$ cat config.mk
export PLATFORM = sky130hd
export DESIGN_NAME = pla_newt_shift_issue
export DESIGN_NICKNAME = d
export VERILOG_FILES = /design/src/rtl/pla_newt_shift_issue.sv
export SDC_FILE = /design/constraint.sdc
export NUM_CORES = 1
export LEC_CHECK = 0
export BUFFER_PORTS_ARGS = -buffer_cell sky130_fd_sc_hd__buf_4
export CORE_AREA = 2 2 91 93
export DETAILED_ROUTE_END_ITERATION = 8
export DIE_AREA = 0 0 93 95
export GPL_ROUTABILITY_DRIVEN = 1
export PLACE_DENSITY = 0.86
export RECOVER_POWER = 50
export SKIP_LAST_GASP = 1
export SYNTH_ARGS = -nofsm -noshare
export SYNTH_HDL_FRONTEND = slang
export SYNTH_SLANG_ARGS = --single-unit
$ cat constraint.sdc
create_clock -name clk -period 1.85 [get_ports clk]
set_clock_uncertainty 0.05 [all_clocks]
set_input_delay 0.185 -clock clk [delete_from_list [all_inputs] [get_ports clk]]
set_output_delay 0.185 -clock clk [all_outputs]
set_load 0.005 [all_outputs]
$ cat src/rtl/pla_newt_shift_issue.sv
// Serial right shifter that issues one 1-bit shift step per cycle to a downstream decoder.
// Latency: max(amount,1)+1 cycles from accept to done, plus one cycle per stalled step.
// Backpressure: req_ready only in IDLE; cpipe_stall=1 freezes the current step and all state.
//
// Ports:
//   clk, rst_n                      clock, asynchronous active-low reset
//   req_valid/req_ready             request handshake (accepted only in IDLE)
//   req_arith, req_amount, req_data shift type, distance (0..31), operand
//   cpipe, cpipe_valid, cpipe_stall control word per step, live flag, downstream hold
//   ai_out                          pre-shift working value presented with each step
//   done, result                    one-cycle completion pulse, final value (held until next accept)
module pla_newt_shift_issue #(
    parameter int DATA_W = 32,
    parameter int AMT_W  = 5
) (
    input  logic              clk,
    input  logic              rst_n,
    input  logic              req_valid,
    output logic              req_ready,
    input  logic              req_arith,
    input  logic [AMT_W-1:0]  req_amount,
    input  logic [DATA_W-1:0] req_data,
    output logic [7:0]        cpipe,
    output logic              cpipe_valid,
    input  logic              cpipe_stall,
    output logic [DATA_W-1:0] ai_out,
    output logic              done,
    output logic [DATA_W-1:0] result
);

    // Control-pipe words. Bits 7 and 5 always set; bit 6 selects pass-through,
    // bit 1 selects sign fill.
    localparam logic [7:0] CW_NOP  = 8'h00;
    localparam logic [7:0] CW_PASS = 8'hE2;
    localparam logic [7:0] CW_SRL1 = 8'hA0;
    localparam logic [7:0] CW_SRA1 = 8'hA2;

    localparam logic [1:0] ST_IDLE  = 2'd0;
    localparam logic [1:0] ST_ISSUE = 2'd1;
    localparam logic [1:0] ST_DONE  = 2'd2;

    logic [1:0]        state;
    logic [1:0]        state_nxt;
    logic [DATA_W-1:0] work;
    logic [DATA_W-1:0] work_nxt;
    logic [DATA_W-1:0] result_nxt;
    logic [AMT_W-1:0]  remaining;
    logic [AMT_W-1:0]  remaining_nxt;
    logic              arith_q;
    logic              arith_nxt;
    logic              pass_q;      // captured amount was zero: single pass-through step
    logic              pass_nxt;

    logic              accept;
    logic              step_done;
    logic [DATA_W-1:0] work_shifted;
    logic              fill_bit;

    assign accept    = req_valid && req_ready;
    assign step_done = (state == ST_ISSUE) && !cpipe_stall;

    // Sign fill only for arithmetic shifts; the pass step leaves the value untouched.
    assign fill_bit     = arith_q & work[DATA_W-1];
    assign work_shifted = pass_q ? work : {fill_bit, work[DATA_W-1:1]};

    // Outputs are decoded from registered state so reset clears them immediately.
    always_comb begin
        req_ready   = 1'b0;
        cpipe_valid = 1'b0;
        cpipe       = CW_NOP;
        ai_out      = '0;
        done        = 1'b0;
        case (state)
            ST_IDLE: begin
                req_ready = 1'b1;
            end
            ST_ISSUE: begin
                cpipe_valid = 1'b1;
                ai_out      = work;
                if (pass_q) begin
                    cpipe = CW_PASS;
                end else if (arith_q) begin
                    cpipe = CW_SRA1;
                end else begin
                    cpipe = CW_SRL1;
                end
            end
            ST_DONE: begin
                done = 1'b1;
            end
            default: begin
                req_ready = 1'b0;
            end
        endcase
    end

    always_comb begin
        state_nxt     = state;
        work_nxt      = work;
        remaining_nxt = remaining;
        arith_nxt     = arith_q;
        pass_nxt      = pass_q;
        result_nxt    = result;
        case (state)
            ST_IDLE: begin
                if (accept) begin
                    work_nxt  = req_data;
                    arith_nxt = req_arith;
                    pass_nxt  = (req_amount == '0);
                    // A zero-distance request still issues one (pass) step.
                    remaining_nxt = (req_amount == '0) ? AMT_W'(1) : req_amount;
                    state_nxt     = ST_ISSUE;
                end
            end
            ST_ISSUE: begin
                if (step_done) begin
                    work_nxt      = work_shifted;
                    remaining_nxt = remaining - AMT_W'(1);
                    if (remaining == AMT_W'(1)) begin
                        result_nxt = work_shifted;
                        state_nxt  = ST_DONE;
                    end
                end
            end
            ST_DONE: begin
                state_nxt = ST_IDLE;
            end
            default: begin
                state_nxt = ST_IDLE;
            end
        endcase
    end

    always_ff @(posedge clk or negedge rst_n) begin
        if (!rst_n) begin
            state     <= ST_IDLE;
            work      <= '0;
            remaining <= '0;
            arith_q   <= 1'b0;
            pass_q    <= 1'b0;
            result    <= '0;
        end else begin
            state     <= state_nxt;
            work      <= work_nxt;
            remaining <= remaining_nxt;
            arith_q   <= arith_nxt;
            pass_q    <= pass_nxt;
            result    <= result_nxt;
        end
    end

endmodule

-- Yosys cells after proc, flatten, opt, wreduce, memory -nomap -nowiden
Index checks and enable logic that the tools add are counted.
- add/sub/neg operators: 1
- multipliers: 0
- div/mod/pow operators: 0
- order comparisons: 0
- equality and inequality tests: 6
- shift-type cells: 0
- muxes and demuxes: 19
- bitwise operators: 1
- reductions and logical operators: 10
- operator list (kind ; number):
    2-to-1 mux 32 bit ; 4
    case mux 32 bit (2 select lines) ; 1
    2-to-1 mux 5 bit ; 3
    case mux 5 bit (2 select lines) ; 1
    AND reduction 3 bit ; 3
    2-to-1 mux 2 bit ; 4
    2-to-1 mux 8 bit ; 1
    2-to-1 mux 7 bit ; 1
    equality test 5 x 1 -> 1 bit, second input constant ; 1
    zero test 5 bit ; 1
    subtractor 5 x 1 -> 5 bit, second input constant ; 1
    != test 2 bit, second input constant ; 2
    case mux 2 bit (2 select lines) ; 1
    2-to-1 mux 1 bit ; 3
    equality test 2 x 1 -> 1 bit, second input constant ; 1
    equality test 2 bit, second input constant ; 1
    logical AND 1 bit ; 2
    zero test 2 bit ; 1
    != test 2 x 1 -> 1 bit, second input constant ; 1
    AND reduction 2 bit ; 1
    nonzero test 2 bit ; 1
    bitwise AND 1 bit ; 1
    zero test 1 bit ; 1
- bits in registers: 73
- latch bits: 0
- bits in writable memories: 0
- bits in read-only memories: 0
- input bits: 42
- output and inout port bits: 75
- word-level logic and storage cells: 43
- memories: 0

-- Longest topological paths before layout
Gate-level depths: netlist of run 1.
- depth in word-level cells: 5
- mapped depth: 6
- gate-level depth less buffers: 5

-- Worst setup path before layout of run 1
No wires, ideal clock.
- path type: reg-to-reg
- start point: reg remaining[0]
- end point: reg remaining[4]
- library setup time: 0.079 ns
- arrival: 1.437 ns
- required time: 1.721 ns
- slack: 0.284 ns
- stages on the path, launching flop included: 6
- path buffers: 0
- clock period less this slack: 1.566 ns
- cell sequence: dfrtp_1 -> inv_1 -> ha_1 -> or3b_2 -> a221oi_1 -> a2bb2oi_1
- word-level cells in the longest chain between the ends: 3
- RTL lines (what ; RTL line ; text):
    start: declaration ; 47 ; logic [AMT_W-1:0] remaining;
    start signal: assignment ; 145 ; remaining <= remaining_nxt;
    subtractor 5 x 1 -> 5 bit ; 118 ; remaining_nxt = remaining - AMT_W'(1);
    2-to-1 mux 5 bit ; 116 ; if (step_done) begin
    case mux 5 bit (2 select lines) ; 104 ; case (state)
No other way between the ends. The select of a mux whose other input is x is not followed.
A chain may end at the register's enable or synchronous reset.

-- Final worst setup path of run 1
- start point: reg pass_q
- end point: out cpipe[1]
- word-level cells in the longest chain between the ends: 2
- RTL lines (what ; RTL line ; text):
    start: declaration ; 51 ; logic pass_q;
    start signal: assignment ; 147 ; pass_q <= pass_nxt;
    2-to-1 mux 7 bit ; 80 ; if (pass_q) begin
    2-to-1 mux 8 bit ; 73 ; case (state)
    end: declaration ; 23 ; output logic [7:0] cpipe,
No other way between the ends.

==> summary.txt, run 1 <==
Hold path
  • Hold Crit Start: req_arith
  • Worst min-delay path endpoint: arith_q
  • HP Class: input pin to flop
  • Worst Hold Path Cells: 2

Cells and area
  • # diodes: 0
  • Layout cell share with drive strength beyond 1: 49.8%
  • Layout Nets: 481
  • Register area: 1830 µm²
  • Most frequent cells in the layout: buf_4 (95), dfrtp_1 (71), and2_1 (35)
  • Most common cell after layout, fill and taps aside: buf_4
  • Final Util: 64.8%
  • Fillers: 623
  • Layout Area Growth over Synthesis: 28.4%
  • Area of the multi-input gates: 1930 µm²

Placed design
  • HPWL Detailed: 6.55 mm
  • Port bufs: 112
  • Pre-CTS setup slack: 0.161 ns
  • GPL Wtd Cong: 0.920

Worst setup path
  • Worst path bufs/invs: 1
  • Cell count of the worst reg-to-reg path: 6
  • Crit start category: flop
  • Reg-to-Reg Start: remaining[1]
  • Delay-heaviest family, CP: flip-flops
  • CP max FO: 12
  • Worst Path Arrival: 1.50 ns
  • Peak per-stage delay on the critical path: 0.52 ns
  • R2R Setup Slk: 0.14 ns
  • Reg-to-Reg End: result[5]
  • Crit end category: output port
  • CP Class: flop to output port
  • Req. time, crit path: 1.62 ns
  • CP max-delay cell: dfrtp_2
  • Critical path launch point: pass_q
  • Crit path cell chain: or2_2 -> and2_1 -> buf_4

Global routing
  • All-layer global routing usage: 22.0%
  • M1 GR Usage: 31.5%
  • Largest net degree at the start of global routing: 56
  • M3 GR Usage: 5.11%
  • GR Util met2: 34.2%
  • Global-route layer with the greatest usage: met2
  • First-pass GRT wire length: 15.2 mm
  • Antenna violations before repair: 0
  • GRT Residual Overflow: 0
  • Vias in the first global route: 2972

Timing
  • Final worst setup slack: 0.117 ns
  • Max Clk Rate: 577 MHz
  • Final worst path period need: 1.73 ns
  • Worst hold margin: 0.0309 ns
  • Fin. Hold Viols: 0
  • RSZ-0062 raised after global routing: no
  • Fin Setup TNS: 0 ns
  • Final setup violation count: 0
  • Max-slew violations: 0
  • Least-Margin Pin Slew: 1.23 ns
  • Period utilisation layout: 93.7%
  • Worst rel slew slack: 18.0%

Floorplanning
  • Die Area: 8840 µm²
  • Ports: 117
  • Die Span Y: 95 µm
  • Chip width: 93 µm
  • Cell Rows: 33
  • Initial Util: 50.5%
  • Core area: 7930 µm²

Routing
  • Drt wl/cell: 17.3 µm
  • Iter 0 DRT Violations: 116
  • DRT Wirelength: 9.49 mm
  • Vias: 2987
  • ANT nets after route: 0
  • Drt first pass iters: 4
  • Drt via density: 5.46
  • DRC viols: 0

Synthesis
  • Post-synth ARST share: 100%
  • Register bit total from synthesis: 73
  • Sequential area share after synthesis: 45.7%
  • Synthesized cell area: 4000 µm²
  • Post-synth EDFFs: 0
  • Netlist cell types: 41
  • Synthesized area per cell: 12.4 µm²
  • Synthesis Warnings: 0
  • Synth Instances: 323
  • Top FF cell, synth: dfrtp_1

Clock tree
  • Clock transition at path regs: 0.08 ns
  • Clk sinks: 73
  • Clk buf depth: 2
  • TritonCTS clock tree: built
  • Total CTS buffers: 9
  • Worst-Skew Late Latency: 0.33 ns
  • H-tree Lvls: 3
  • Root Driver: clkbuf_8

Run
  • Max cap viols: 0

Power
  • Tot Pwr: 0.00856 W
  • Worst IR Drop VDD: 0.722 mV
  • P_leak: 2.33 nW
  • Cell Pwr Density: 1670 nW/µm²

Run status
  • Status: finished, final reports clean
## sequential cells by signal (all words and copies together), names as in the netlist
| signal | flops |
|---|---|
| result | 32 |
| remaining | 5 |
| arith_q | 1 |
| pass_q | 1 |
| work | 32 |
| state | 2 |
## cells in the mapped netlist, types with 4 or more instances
cell type / n / share of area (%)
buf_4: 7 / 1.3
mux2_2: 34 / 9.6
o21ai_0: 6 / 0.75
and2_1: 35 / 5.5
mux2_4: 28 / 11
o22ai_1: 31 / 4.8
a221oi_1: 4 / 0.88
a2bb2oi_1: 32 / 7.0
nand2_1: 4 / 0.38
buf_2: 8 / 1.0
clkbuf_1: 8 / 0.75
dfrtp_1: 73 / 46
buf_6: 11 / 3.1
inv_1: 7 / 0.66
## stage by stage
step / instances / instance area, µm²
2_1_floorplan: 326 / 4010
3_3_place_gp: 528 / 4910
3_5_place_dp: 528 / 4910
4_1_cts: 545 / 5140
5_1_grt: 547 / 5140
6_report: 547 / 5140
## worst reg2reg max path: stages, from the launching register on
cell and delay [ns]:
dfrtp_1 0.38, inv_1 0.09, ha_1 0.14, nor2b_1 0.25, nand3_4 0.12, buf_4 0.23
mux2_4 0.32
## cell type report
class,instances,area share (%)
multi-input cells,212,37.6
clock inverters,4,0.950
well taps,105,2.56
inverters,7,0.511
repair buffers,134,19.6
clock buffers,12,3.21
flip-flops and latches,73,35.6
## power breakdown
| part | switching [W] | internal [W] | leakage (nW) |
|---|---|---|---|
| registers | 0.000700 | 0.00229 | 0.837 |
| clock network | 0.000583 | 0.000735 | 0.113 |
| logic | 0.00161 | 0.00265 | 1.38 |
## routing by layer
metal,vias to the layer above,share of wire [%]
li1,1420,-
met3,4,5.7
met4,0,0.38
met5,-,0
met1,1461,46
met2,102,48
## cells by family (layout without fill, tap and decap cells)
kind of cell,count (synthesis),after routing,synth area share (%)
multiplexers,64,64,20.6
AND/OR/NAND/NOR,60,60,10.0
buffers and inverters,41,157,6.82
flip-flops,73,73,45.7
AO/OA/AOI/OAI,82,82,16.2
adder cells (fa/ha/maj),2,2,0.625
other,1,4,0.0937
## how the worst max path moves through the flow
stage / slack, ns / cells after the start / to
detailed placement: 0.16 / 5 / remaining[4]
global route: 0.03 / 5 / remaining[4]
CTS: -0.0003 / 4 / ai_out[25]
finish: 0.12 / 3 / cpipe[1]
floorplan: 0.28 / 5 / remaining[4]
global placement: 0.21 / 6 / result[6]
## repair_timing
action	in CTS	in global routing
endpoints found under the setup margin	34	35
endpoints found under the hold margin	53	0
setup buffers	0	2
resized for setup	2	3
hold buffers	1	0
pin swaps	0	0
Note: power is estimated with default switching activity, not from simulation.
==> run 2: changes to the inputs <==
- CELL_PAD_IN_SITES_DETAIL_PLACEMENT: not set -> 1
- CELL_PAD_IN_SITES_GLOBAL_PLACEMENT: not set -> 1
- CORE_AREA: 2 2 91 93 -> 2 2 102 104
- CTS_CLUSTER_DIAMETER: not set -> 60
- DIE_AREA: 0 0 93 95 -> 0 0 104 106
- GPL_TIMING_DRIVEN: not set -> 0
- PLACE_DENSITY: 0.86 -> 0.87
==> run 2 against run 1 <==
Design area rose by 4.3%. First-iteration DRC count fell by 15%. Clock-buffer cell count fell by 2. Combinational power rose by 9.4%. Sequential share of layout area fell by 1.5 points. Die area rose by 25%. Sequential cell count did not move. Total power rose by 5.2%. Non-clock buffer count rose by 18. Critical path depth rose by 3. Register-to-register slack got worse by 0.06 ns. Setup slack got worse by 0.098 ns. Critical endpoint is now ai_out[26]. Highest routed layer unchanged.
==> summary.txt, run 2 (same netlist as run 1, synthesis figures left out) <==
Hold path
  • Worst Hold Path Cells: 2 (unchanged)
  • HP Class: input pin to flop
  • Hold Crit Start: req_arith
  • Worst min-delay path endpoint: arith_q

Floorplanning
  • Ports: 117 (unchanged)
  • Core area: 10000 µm² (+26%)
  • Initial Util: 40.0% (-10 points)
  • Chip width: 104 µm (+12%)
  • Cell Rows: 37 (+12%)
  • Die Area: 11000 µm² (+25%)
  • Die Span Y: 106 µm (+12%)

Worst setup path
  • R2R Setup Slk: 0.08 ns (-0.06 ns)
  • Req. time, crit path: 1.62 ns (about the same)
  • Reg-to-Reg End: result[9]
  • Reg-to-Reg Start: state[0]
  • Crit start category: flop
  • Worst Path Arrival: 1.60 ns (+0.10 ns)
  • Crit end category: output port
  • CP Class: flop to output port
  • Cell count of the worst reg-to-reg path: 7 (+1)
  • CP max FO: 8 (-4)

Timing
  • Max Clk Rate: 546 MHz (-5.3%)
  • Final worst path period need: 1.83 ns (+0.0979 ns)
  • Max-slew violations: 0 (unchanged)
  • RSZ-0062 raised after global routing: yes
  • Worst hold margin: 0.0344 ns (+0.00353 ns)
  • Final setup violation count: 0 (unchanged)
  • Least-Margin Pin Slew: 1.03 ns (-0.204 ns)
  • Fin. Hold Viols: 0 (unchanged)
  • Period utilisation layout: 99.0% (+5.3 points)
  • Worst rel slew slack: 31.6% (+14 points)

Clock tree
  • Clock transition at path regs: 0.08 ns (about the same)
  • Clk sinks: 73 (unchanged)
  • H-tree Lvls: 3 (unchanged)
  • Root Driver: clkbuf_8
  • TritonCTS clock tree: built
  • Worst-Skew Late Latency: 0.34 ns (about the same)
  • Clk buf depth: 2 (unchanged)
  • Total CTS buffers: 9 (unchanged)

Global routing
  • First-pass GRT wire length: 19.1 mm (+25%)
  • GRT Residual Overflow: 0 (unchanged)
  • Largest net degree at the start of global routing: 74 (+32%)
  • Vias in the first global route: 3434 (+16%)
  • Antenna violations before repair: 0 (unchanged)
  • All-layer global routing usage: 21.9% (-0.13 points)

Placed design
  • GPL Wtd Cong: 0.770 (-16%)
  • HPWL Detailed: 8.21 mm (+25%)
  • Cell count after placement: 574 (+8.7%)
  • Port bufs: 112 (unchanged)

Cells and area
  • Layout Nets: 499 (+3.7%)
  • Most common cell after layout, fill and taps aside: buf_4
  • Non-Filler Instances: 595 (+8.8%)
  • Layout cell share with drive strength beyond 1: 51.2% (+1.4 points)
  • Most frequent cells in the layout: buf_4 (89), dfrtp_1 (72), and2_1 (34), mux2_2 (34), a2bb2oi_1 (32)
  • Top Registers: result (32), work (32), remaining (5)
  • Layout Area Growth over Synthesis: 33.9%
  • # diodes: 0 (unchanged)

Routing
  • Drt first pass iters: 4 (unchanged)
  • ANT nets after route: 0 (unchanged)
  • Drt wl/cell: 19.9 µm (+15%)
  • Drt via density: 5.31 (-2.7%)
  • DRC viols: 0 (unchanged)
  • Vias: 3160 (+5.8%)
  • Iter 0 DRT Violations: 99 (-15%)
  • DRT Wirelength: 11.8 mm (+25%)

Power
  • Cell Pwr Density: 1680 nW/µm² (+0.89%)
  • P_leak: 2.43 nW (+4.2%)
  • Worst IR Drop VDD: 0.630 mV (-13%)

Run status
  • Status: finished, final reports clean

Run
  • Max cap viols: 0 (unchanged)
## run 2: worst max-delay path: stages, from the launching register on
cell       delay (ns)
dfrtp_1          0.39
buf_6            0.13
nor2b_4          0.12
buf_12           0.14
clkbuf_16        0.15
and2_1           0.17
buf_4            0.14
## run 2: worst max-delay path by stage
stage	depth (start not counted)	endpoint	startpoint	slack, ns
after floorplan	5	remaining[4]	remaining[0]	0.28
after global placement	4	result[21]	pass_q	-0.03
after detailed placement	4	result[18]	pass_q	-0.07
after CTS	6	ai_out[14]	state[0]	0.005
after global routing	6	ai_out[22]	state[0]	-0.02
final	6	ai_out[26]	state[0]	0.02
## run 2: final cells by class
cell class	count	area, µm²
Multi-Input combinational cell	212	1930
Timing Repair Buffer	119	892
Clock inverter	5	80.1
Inverter	7	26.3
Clock buffer	10	138
Sequential cell	73	1830
Fill cell	1109	4640
Tap cell	136	170
Buffer	33	293
## run 2: metal layers
| metal | vias to the layer above | GRT usage [%] | part of all wire, % |
|---|---|---|---|
| met1 | 1606 | 28.3 | 44 |
| met2 | 96 | 38.6 | 52 |
| met5 | - | 0 | 0 |
| met4 | 0 | 4.05 | 0.69 |
| met3 | 8 | 4.11 | 4.1 |
| li1 | 1450 | - | - |
## run 2: per-stage QoR
stage          setup WS, ns  area (µm²)  total power (W)  util [%]  setup TNS [ns]
2_1_floorplan         0.284        4010          0.00556         -               0
3_3_place_gp        -0.0298        5020          0.00732      50.2          -0.164
3_5_place_dp        -0.0700        5020          0.00758      50.2          -0.549
4_1_cts             0.00523        5360          0.00914      53.6               0
5_1_grt             -0.0219        5360          0.00960      53.6          -0.107
6_report             0.0189        5360          0.00901      53.6               0
## run 2: where the power goes
group / internal, W / switching (W)
clock network: 0.000787 / 0.000617
logic: 0.00283 / 0.00183
registers: 0.00228 / 0.000667
## run 2: timing repair
item / 4_1_cts / 5_1_grt
buffers inserted: 5 / 1
endpoints found under the setup margin: 43 / 73
hold buffers: 1 / 0
endpoints found under the hold margin: 73 / 0
resized for setup: 15 / 9
gates cloned: 1 / 0
